<file path="src/rtl/display_queue_pkg.sv">
// Shared types and defaults for the display queue: FSM state encoding,
// default FIFO depth and hold time, and the timer width helper.
package display_queue_pkg;

    typedef enum logic {
        ST_IDLE = 1'b0,
        ST_HOLD = 1'b1
    } state_t;

    localparam int DATA_W              = 32;
    localparam int DEFAULT_DEPTH       = 4;
    localparam int DEFAULT_HOLD_CYCLES = 50_000_000;

    // One spare bit so HOLD_CYCLES-1 always fits, including HOLD_CYCLES=1.
    function automatic int timer_width(input int hold_cycles);
        return $clog2(hold_cycles) + 1;
    endfunction

endpackage

</file>
<file path="src/rtl/display_queue_fifo.sv">
// display_fifo: DEPTH-entry FIFO holding values waiting to be shown, with
// registered full/empty flags and a sticky flag for discarded writes.
module display_fifo
    import display_queue_pkg::*;
#(
    parameter int DEPTH = DEFAULT_DEPTH
) (
    input  logic              clock,
    input  logic              reset_n,
    input  logic              write_i,
    input  logic [DATA_W-1:0] data_i,
    input  logic              pop_i,
    output logic [DATA_W-1:0] head_o,
    output logic              full_o,
    output logic              empty_o,
    output logic              dropped_o
);

    localparam int AW = $clog2(DEPTH);
    localparam logic [AW:0] FULL_COUNT = (AW + 1)'(DEPTH);

    logic [DATA_W-1:0] mem_q [DEPTH];
    logic [AW-1:0]     wr_ptr_q;
    logic [AW-1:0]     rd_ptr_q;
    logic [AW:0]       count_q;
    logic [AW:0]       count_d;
    logic              full_q;
    logic              empty_q;
    logic              dropped_q;
    logic              accept;
    logic              take;

    // Acceptance looks only at the registered full flag, so a pop in the
    // same cycle never frees a slot for a write that arrived while full.
    assign accept = write_i && !full_q;
    assign take   = pop_i && !empty_q;

    always_comb begin
        count_d = count_q;
        case ({accept, take})
            2'b10:   count_d = count_q + 1'b1;
            2'b01:   count_d = count_q - 1'b1;
            default: count_d = count_q;
        endcase
    end

    always_ff @(posedge clock) begin
        if (!reset_n) begin
            wr_ptr_q  <= '0;
            rd_ptr_q  <= '0;
            count_q   <= '0;
            full_q    <= 1'b0;
            empty_q   <= 1'b1;
            dropped_q <= 1'b0;
        end else begin
            if (accept) begin
                wr_ptr_q <= wr_ptr_q + 1'b1;
            end
            if (take) begin
                rd_ptr_q <= rd_ptr_q + 1'b1;
            end
            count_q <= count_d;
            full_q  <= (count_d == FULL_COUNT);
            empty_q <= (count_d == '0);
            if (write_i && full_q) begin
                dropped_q <= 1'b1;
            end
        end
    end

    // Storage is left unreset; the pointers alone define what is valid.
    always_ff @(posedge clock) begin
        if (reset_n && accept) begin
            mem_q[wr_ptr_q] <= data_i;
        end
    end

    // Asynchronous head read keeps the one-cycle write-to-display latency.
    assign head_o    = mem_q[rd_ptr_q];
    assign full_o    = full_q;
    assign empty_o   = empty_q;
    assign dropped_o = dropped_q;

endmodule

</file>
<file path="src/rtl/display_queue.sv">
// display_queue: buffers CPU output values and shows each one on `number`
// for at least HOLD_CYCLES clocks, in arrival order.
module display_queue
    import display_queue_pkg::*;
#(
    parameter int DEPTH       = DEFAULT_DEPTH,
    parameter int HOLD_CYCLES = DEFAULT_HOLD_CYCLES
) (
    input  logic              clock,
    input  logic              reset_n,
    input  logic              write,
    input  logic [DATA_W-1:0] data,
    output logic [DATA_W-1:0] number,
    output logic              full,
    output logic              empty,
    output logic              showing,
    output logic              dropped
);

    localparam int TW = timer_width(HOLD_CYCLES);
    localparam logic [TW-1:0] TIMER_LOAD = TW'(HOLD_CYCLES - 1);

    state_t            state_q;
    logic [TW-1:0]     timer_q;
    logic [DATA_W-1:0] number_q;
    logic              showing_q;
    logic              pop;
    logic [DATA_W-1:0] fifo_head;
    logic              fifo_full;
    logic              fifo_empty;
    logic              fifo_dropped;

    display_fifo #(
        .DEPTH(DEPTH)
    ) u_fifo (
        .clock    (clock),
        .reset_n  (reset_n),
        .write_i  (write),
        .data_i   (data),
        .pop_i    (pop),
        .head_o   (fifo_head),
        .full_o   (fifo_full),
        .empty_o  (fifo_empty),
        .dropped_o(fifo_dropped)
    );

    // Pop whenever a value is waiting and the display is free to change.
    assign pop = !fifo_empty && ((state_q == ST_IDLE) || (timer_q == '0));

    always_ff @(posedge clock) begin
        if (!reset_n) begin
            state_q   <= ST_IDLE;
            timer_q   <= '0;
            number_q  <= '0;
            showing_q <= 1'b0;
        end else begin
            case (state_q)
                ST_IDLE: begin
                    if (pop) begin
                        number_q  <= fifo_head;
                        timer_q   <= TIMER_LOAD;
                        state_q   <= ST_HOLD;
                        showing_q <= 1'b1;
                    end
                end
                ST_HOLD: begin
                    if (timer_q != '0) begin
                        timer_q <= timer_q - 1'b1;
                    end else if (pop) begin
                        number_q <= fifo_head;
                        timer_q  <= TIMER_LOAD;
                    end else begin
                        state_q   <= ST_IDLE;
                        showing_q <= 1'b0;
                    end
                end
            endcase
        end
    end

    assign number  = number_q;
    assign full    = fifo_full;
    assign empty   = fifo_empty;
    assign showing = showing_q;
    assign dropped = fifo_dropped;

endmodule

</file>
<file path="config.mk">
export PLATFORM = sky130hd
export DESIGN_NAME = display_queue
export DESIGN_NICKNAME = d
export VERILOG_FILES = /design/src/rtl/display_queue_pkg.sv /design/src/rtl/display_queue_fifo.sv /design/src/rtl/display_queue.sv
export SDC_FILE = /design/constraint.sdc
export NUM_CORES = 1
export LEC_CHECK = 0
export ABC_CLOCK_PERIOD_IN_PS = 3000
export CAP_MARGIN = 10
export CELL_PAD_IN_SITES_DETAIL_PLACEMENT = 0
export CELL_PAD_IN_SITES_GLOBAL_PLACEMENT = 2
export CORE_MARGIN = 5
export CORE_UTILIZATION = 30
export CTS_CLUSTER_SIZE = 30
export DETAILED_ROUTE_END_ITERATION = 7
export PLACE_DENSITY = 0.75
export RECOVER_POWER = 100
export SETUP_SLACK_MARGIN = 0.1
export SLEW_MARGIN = 20
export SYNTH_ARGS = -nofsm -noshare
export SYNTH_HDL_FRONTEND = slang
export SYNTH_SLANG_ARGS = --single-unit
</file>
<file path="constraint.sdc">
create_clock -name clock -period 3 [get_ports clock]
set_clock_uncertainty 0.05 [all_clocks]
set_input_delay 0.6 -clock clock [delete_from_list [all_inputs] [get_ports clock]]
set_output_delay 0.6 -clock clock [all_outputs]
set_load 0.005 [all_outputs]
</file>
## Word-level counts from Yosys, hierarchy flattened

Memories as Yosys holds them, arrays and structs flattened. A register that Yosys moved wholly into a read port is not among the register bits.
Index checks and enable logic that the tools add are counted.

- $add $sub $neg: 5
- Equality and inequality tests: 6
- Mux-type cells: 18
- Bitwise logic cells: 1
- Reductions and logical operators: 12

Operator list:

| cell | number |
|---|---|
| 32-bit two-way mux | 2 |
| 32-bit case mux with 2 select lines | 1 |
| 27-bit two-way mux | 2 |
| 27-bit case mux with 2 select lines | 1 |
| 27-bit logical NOT | 1 |
| 27-bit nonzero test | 1 |
| 27-bit by 1-bit subtractor with 27-bit output, second input constant | 1 |
| 1-bit two-way mux | 7 |
| 3-bit case mux with 2 select lines | 1 |
| 1-bit logical AND | 5 |
| 2-bit by 1-bit adder with 2-bit output, second input constant | 2 |
| 2-bit two-way mux | 2 |
| 2-bit inequality test, second input constant | 2 |
| 1-bit case mux with 2 select lines | 2 |
| 3-bit by 1-bit adder with 3-bit output, second input constant | 1 |
| 3-bit equality test, second input constant | 1 |
| 3-bit logical NOT | 1 |
| 3-bit AND reduction | 1 |
| 3-bit by 1-bit subtractor with 3-bit output, second input constant | 1 |
| 2-bit by 1-bit equality test with 1-bit output, second input constant | 1 |
| 2-bit equality test, second input constant | 1 |
| 1-bit logical NOT | 2 |
| 2-bit by 1-bit inequality test with 1-bit output, second input constant | 1 |
| 1-bit logical OR | 1 |
| 1-bit NOT | 1 |

- Flip-flop bits (word level): 71
- Bits in writable memories: 128
- Output and inout port bits: 36
- Memories: 1

Memories:

| name | depth | width | read ports | clocked after Yosys merged registers in | wr ports | RTL line | source |
|---|---|---|---|---|---|---|---|
| u_fifo.mem_q | 4 | 32 | 1 | 1 | 1 | display_queue_fifo.sv:22 | `logic [DATA_W-1:0] mem_q [DEPTH];` |

## Logic depth before layout (Yosys ltp)

Gate-level depths: netlist (run 1).

- Depth after elaboration: 7
- Mapped depth: 14
- Mapped depth without buffers: 13

## By module

A second synthesis (run 1) with hierarchy kept.

- Cell total of the unflattened synthesis: 576
- Area, all modules: 8050.2 um2

By module, submodules not included:

| module | times used | cells an instance | area an instance (um2) | sequential area each (um2) |
|---|---|---|---|---|
| display_fifo | 1 | 226 | 5187.5 | 4083.9 |
| display_queue | 1 | 350 | 2862.7 | 1221.2 |

## Least setup slack after synthesis (run 1)

No wires, ideal clock.

- Kind: register to register
- Start: register timer_q[0]
- End: register u_fifo.empty_q (netlist: u_fifo.empty_o)
- Arrival: 2.704 ns
- Data required time: 2.880 ns
- Setup slack: 0.176 ns
- Stages on the path, launching flop included: 12
- Period minus slack after synthesis: 2.824 ns
- Path through: dfxtp_1 inv_1 ha_1 nor4b_2 nand4_2 o31a_1 nor2_4 buf_2 ha_1 fa_1 o22a_1 a21oi_1

- Longest elaborated chain between the ends: 7

RTL lines:

| item | RTL line | source |
|---|---|---|
| start: declaration | display_queue.sv:24 | `logic [TW-1:0] timer_q;` |
| start signal: assignment | display_queue.sv:68 | `timer_q <= timer_q - 1'b1;` |
| 27-bit logical NOT (*) | display_queue.sv:48 | `assign pop = !fifo_empty && ((state_q == ST_IDLE) \|\| (timer_q == '0));` |
| 1-bit logical OR (*) | display_queue.sv:48 |  |
| 1-bit logical AND (*) | display_queue.sv:48 |  |
| 1-bit logical AND (*) | display_queue_fifo.sv:36 | `assign take = pop_i && !empty_q;` |
| 2-bit by 1-bit equality test with 1-bit output / 2-bit equality test (equally long branches) | display_queue_fifo.sv:40 | `case ({accept, take})` |
| 3-bit case mux with 2 select lines (*) | display_queue_fifo.sv:40 |  |
| 3-bit logical NOT (*) | display_queue_fifo.sv:64 | `empty_q <= (count_d == '0);` |
| end signal: assignment | display_queue_fifo.sv:64 |  |
| end: declaration | display_queue_fifo.sv:28 | `logic empty_q;` |

Mark *: on every way between the ends. The rest lies on a longest branch, timed or not.
A chain may end at the register's enable or synchronous reset.

## Final worst setup path (run 1)

- Start: register u_fifo.empty_q (netlist: u_fifo.empty_o)
- End: output port empty

RTL lines:

| item | RTL line | source |
|---|---|---|
| end: declaration | display_queue.sv:15 | `output logic empty,` |

No word-level cell between the ends.

==> results of run 1 <==
==> cell usage after synthesis (3+ instances only) <==
| master | count | share of area |
|---|---|---|
| xnor2_1 | 5 | 0.0056 |
| nor2_1 | 25 | 0.012 |
| nand3_1 | 4 | 0.0026 |
| nand2_1 | 50 | 0.024 |
| o21ai_0 | 42 | 0.027 |
| edfxtp_1 | 128 | 0.49 |
| nor3_1 | 17 | 0.011 |
| dfxtp_1 | 73 | 0.19 |
| clkbuf_1 | 20 | 0.0096 |
| nor4_1 | 7 | 0.0056 |
| nand2b_1 | 4 | 0.0032 |
| a21oi_1 | 51 | 0.033 |
| o21a_1 | 5 | 0.0048 |
| buf_1 | 4 | 0.0019 |
| nor4_2 | 3 | 0.0048 |
| a211oi_1 | 5 | 0.0048 |
| ha_1 | 6 | 0.0096 |
| buf_2 | 5 | 0.0032 |
| and3_1 | 7 | 0.0056 |
| a311oi_1 | 5 | 0.0056 |
| or3_1 | 4 | 0.0032 |
| xor2_1 | 3 | 0.0034 |
| inv_1 | 10 | 0.0048 |
| a31oi_1 | 4 | 0.0032 |
| mux4_2 | 32 | 0.092 |
==> flip-flops by register name, indices dropped and copies added (netlist names), named ones only <==
register	cells
showing	1
u_fifo.count_q	3
timer_q	27
number	32
u_fifo.dropped_o	1
state_q	1
u_fifo.wr_ptr_q	2
u_fifo.empty_o	1
u_fifo.rd_ptr_q	2
u_fifo.mem_q	128
u_fifo.full_o	1
==> placed cells by master (no fill, tap or decap), types with 5 or more instances in the layout <==
master	synthesis	routed
nand2_1	50	50
a311oi_1	5	5
clkbuf_1	20	11
edfxtp_1	128	128
nor2_1	25	26
nor4_1	7	6
nor3_1	17	17
a211oi_1	5	5
ha_1	6	6
mux4_2	32	32
a21oi_1	51	51
and3_1	7	6
o21ai_0	42	42
xnor2_1	5	5
clkbuf_2	0	5
buf_4	0	7
clkinv_2	0	6
clkbuf_16	0	23
o21a_1	5	5
inv_1	10	10
dlygate4sd3_1	0	69
dfxtp_1	73	71
==> routing by layer <==
layer / wire [um] / global-route usage
met1: 8040 / 0.153
met2: 8600 / 0.208
met3: 766 / 0.0274
met4: 241 / 0.0286
met5: 13 / 0
==> per-stage QoR <==
stage                     area (sq um)  instances   util
after global placement            8980        940  0.348
final                             9580        982  0.371
after global routing              9580        982  0.371
after CTS                         9660        982  0.374
after floorplan                   7810        550      -
after detailed placement          8980        940  0.348
==> power by group <==
part	internal, uW	total [uW]	switching [uW]
registers	3340	3700	360
logic	993	2140	1150
clock network	1440	2510	1070
total	5770	8350	2570
==> worst max path at each step <==
stage / end / slack (ns) / cells after the start / from
detailed placement: u_fifo.empty_o$_SDFF_PN1_ / 0.26 / 11 / timer_q[16]$_SDFF_PN0_
floorplan: u_fifo.empty_o$_SDFF_PN1_ / 0.18 / 11 / timer_q[0]$_SDFF_PN0_
finish: empty / 0.22 / 1 / u_fifo.empty_o$_SDFF_PN1_
CTS: u_fifo.empty_o$_SDFF_PN1_ / 0.25 / 11 / timer_q[16]$_SDFF_PN0_
global route: timer_q[9]$_SDFF_PN0_ / 0.09 / 9 / timer_q[0]$_SDFF_PN0_
global placement: u_fifo.empty_o$_SDFF_PN1_ / 0.35 / 11 / timer_q[16]$_SDFF_PN0_
==> cell type report <==
class,count,share of cell area
timing repair buffer,86,0.0828
clock inverter,11,0.00614
tap,335,0.0438
clock buffer,31,0.0643
multi-input combinational,308,0.245
sequential,201,0.554
inverter,10,0.00392
==> what timing repair did <==
| item | CTS | global route |
|---|---|---|
| endpoints found under the setup margin | 0 | 2 |
| resized for setup | 0 | 3 |
| setup buffers | 0 | 0 |
==> cells by family after synthesis <==
family,count (synthesis)
AO/OA/AOI/OAI,126
adder cells (fa/ha/maj),7
AND/OR/NAND/NOR,134
buffers and inverters,41
multiplexers,33
XOR/XNOR,8
flip-flops,201
==> impl_metrics.csv, run 1 <==
group,metric,value,unit
status,status,"finished, final reports clean",
worst_hold_path,whs_path_depth,2,
placed_design,dp_slack,0.257,ns
synth,synth-adder-area-share,0.0122,
sta,finalSetupTns,0,ns
die,start_util,0.302,
grt,grt_max_degree,51,
worst_hold_path,hold_path.class,"flop to flop",
synth,postSynthCellCount,550,
synth,synth_edf_count,128,
power,finalPower,8350,uW
sta,setup_viol,0,
power,p_leak,0.00325,uW
clock_network,cts_tree,"built",
setup_path,setup.worst_path.end_class,"output port",
synth,yosys_warnings,0,
worst_hold_path,hold_start,"timer_q[26]$_SDFF_PN0_",
die,die-area,0.0294,sq mm
sta,drv_slew,0,
drt,drc,0,
clock_network,clk_path_buf_depth,3,
synth,synth_mux_area_frac,0.0936,
sta,rsz0062_at_grt,"false",
grt,grt_pass1_vias,5111,
synth,synth-seq-cells,201,
clock_network,clockRootBuffer,"clkbuf_16",
setup_path,crit_buf_inv,1,
drt,viasPerCell,4.88,
setup_path,crit_chain,"clkdlybuf4s50_1",
clock_network,clock_sinks,201,
drt,drtAntennaViolNets,0,
drt,drt_pass1_iterations,4,
synth,synth_xor_area_frac,0.00897,
setup_path,slowest_delay,0.95,ns
finish,multi_input_area,0.00235,sq mm
clock_network,cts-htree-levels,1,
setup_path,cp_data_required_time,2.35,ns
setup_path,r2r_cells,9,
setup_path,worst_path_max_delay_cell,"dfxtp_1",
clock_network,cts_made_buffers,23,
finish,n_fill_cell,2512,
synth,synth-seq-area-share,0.679,
setup_path,regToRegStartpoint,"timer_q[0]$_SDFF_PN0_",
sta,hold_viol,0,
synth,synth_compound_area_frac,0.0955,
clock_network,clk_latency,0.51,ns
clock_network,cts_hold_buf,0,
die,num_rows,59,
die,die_x,171,um
synth,synth_area_per_cell,14.2,sq um
setup_path,critPathKind,"flop to output port",
flow_run,max-cap-violations,0,
sta,fmaxAchievable,0.360,GHz
grt,grt_use_total,0.120,
clock_network,clk_pin_slew,0.06,ns
sta,period_needed,2.78,ns
grt,overflow,0,
sta,setup_slack,0.220,ns
setup_path,start_kind,"flop",
placed_design,dp_hpwl,10.7,mm
placed_design,portBuffers,70,
die,pin_count,71,
finish,n_antenna_cell,0,
synth,async_flop_share,0,
drt,vias,4796,
synth,synthSimpleGateAreaFrac,0.0880,
setup_path,r2r_slack,0.30,ns
synth,synth_fp_nets,592,
synth,synth_top_family_by_area,"compound AO/OA/AOI/OAI gates",
grt,antenna_found_initial,1,
die,core-area,0.0258,sq mm
finish,final_nets,672,
finish,drive_gt1_frac,0.142,
grt,grt_pass1_wl,27.9,mm
sta,worst_slew_pin_slew,1.05,ns
drt,drt-initial-drc-count,286,
drt,post_drt_wl_per_cell,18.0,um
synth,synth_area,0.00781,sq mm
sta,period_share,0.927,
power,power.density,871,mW/mm^2
synth,synth.distinct_cells,50,
setup_path,cp_top_family,"flip-flops",
synth,synth_ff_type,"edfxtp_1",
die,die_h,171,um
sta,hold-worst-slack,0.393,ns
finish,seq_area,0.00531,sq mm
sta,slew_headroom,0.302,
finish,areaGrowthSynthToFinish,22.7,%
placed_design,gp_congestion,0.746,
power,max-vdd-ir-drop,444,uV
worst_hold_path,holdPathEnd,"timer_q[26]$_SDFF_PN0_",
drt,wl,17.7,mm
setup_path,cp_data_arrival_time,2.13,ns
setup_path,r2r_end,"timer_q[15]$_SDFF_PN0_",
setup_path,crit_fanout,23,
(Power assumes the default switching activity.)
==> run 2: changes to the inputs <==
--- a/config.mk
+++ b/config.mk
@@ -13,6 +13,7 @@
 export CORE_UTILIZATION = 30
 export CTS_CLUSTER_SIZE = 30
 export DETAILED_ROUTE_END_ITERATION = 7
+export HOLD_SLACK_MARGIN = 0.06
 export PLACE_DENSITY = 0.75
 export RECOVER_POWER = 100
 export SETUP_SLACK_MARGIN = 0.1
==> results of run 2 <==
Final layout, timing and power as in run 1 (identical DEF).
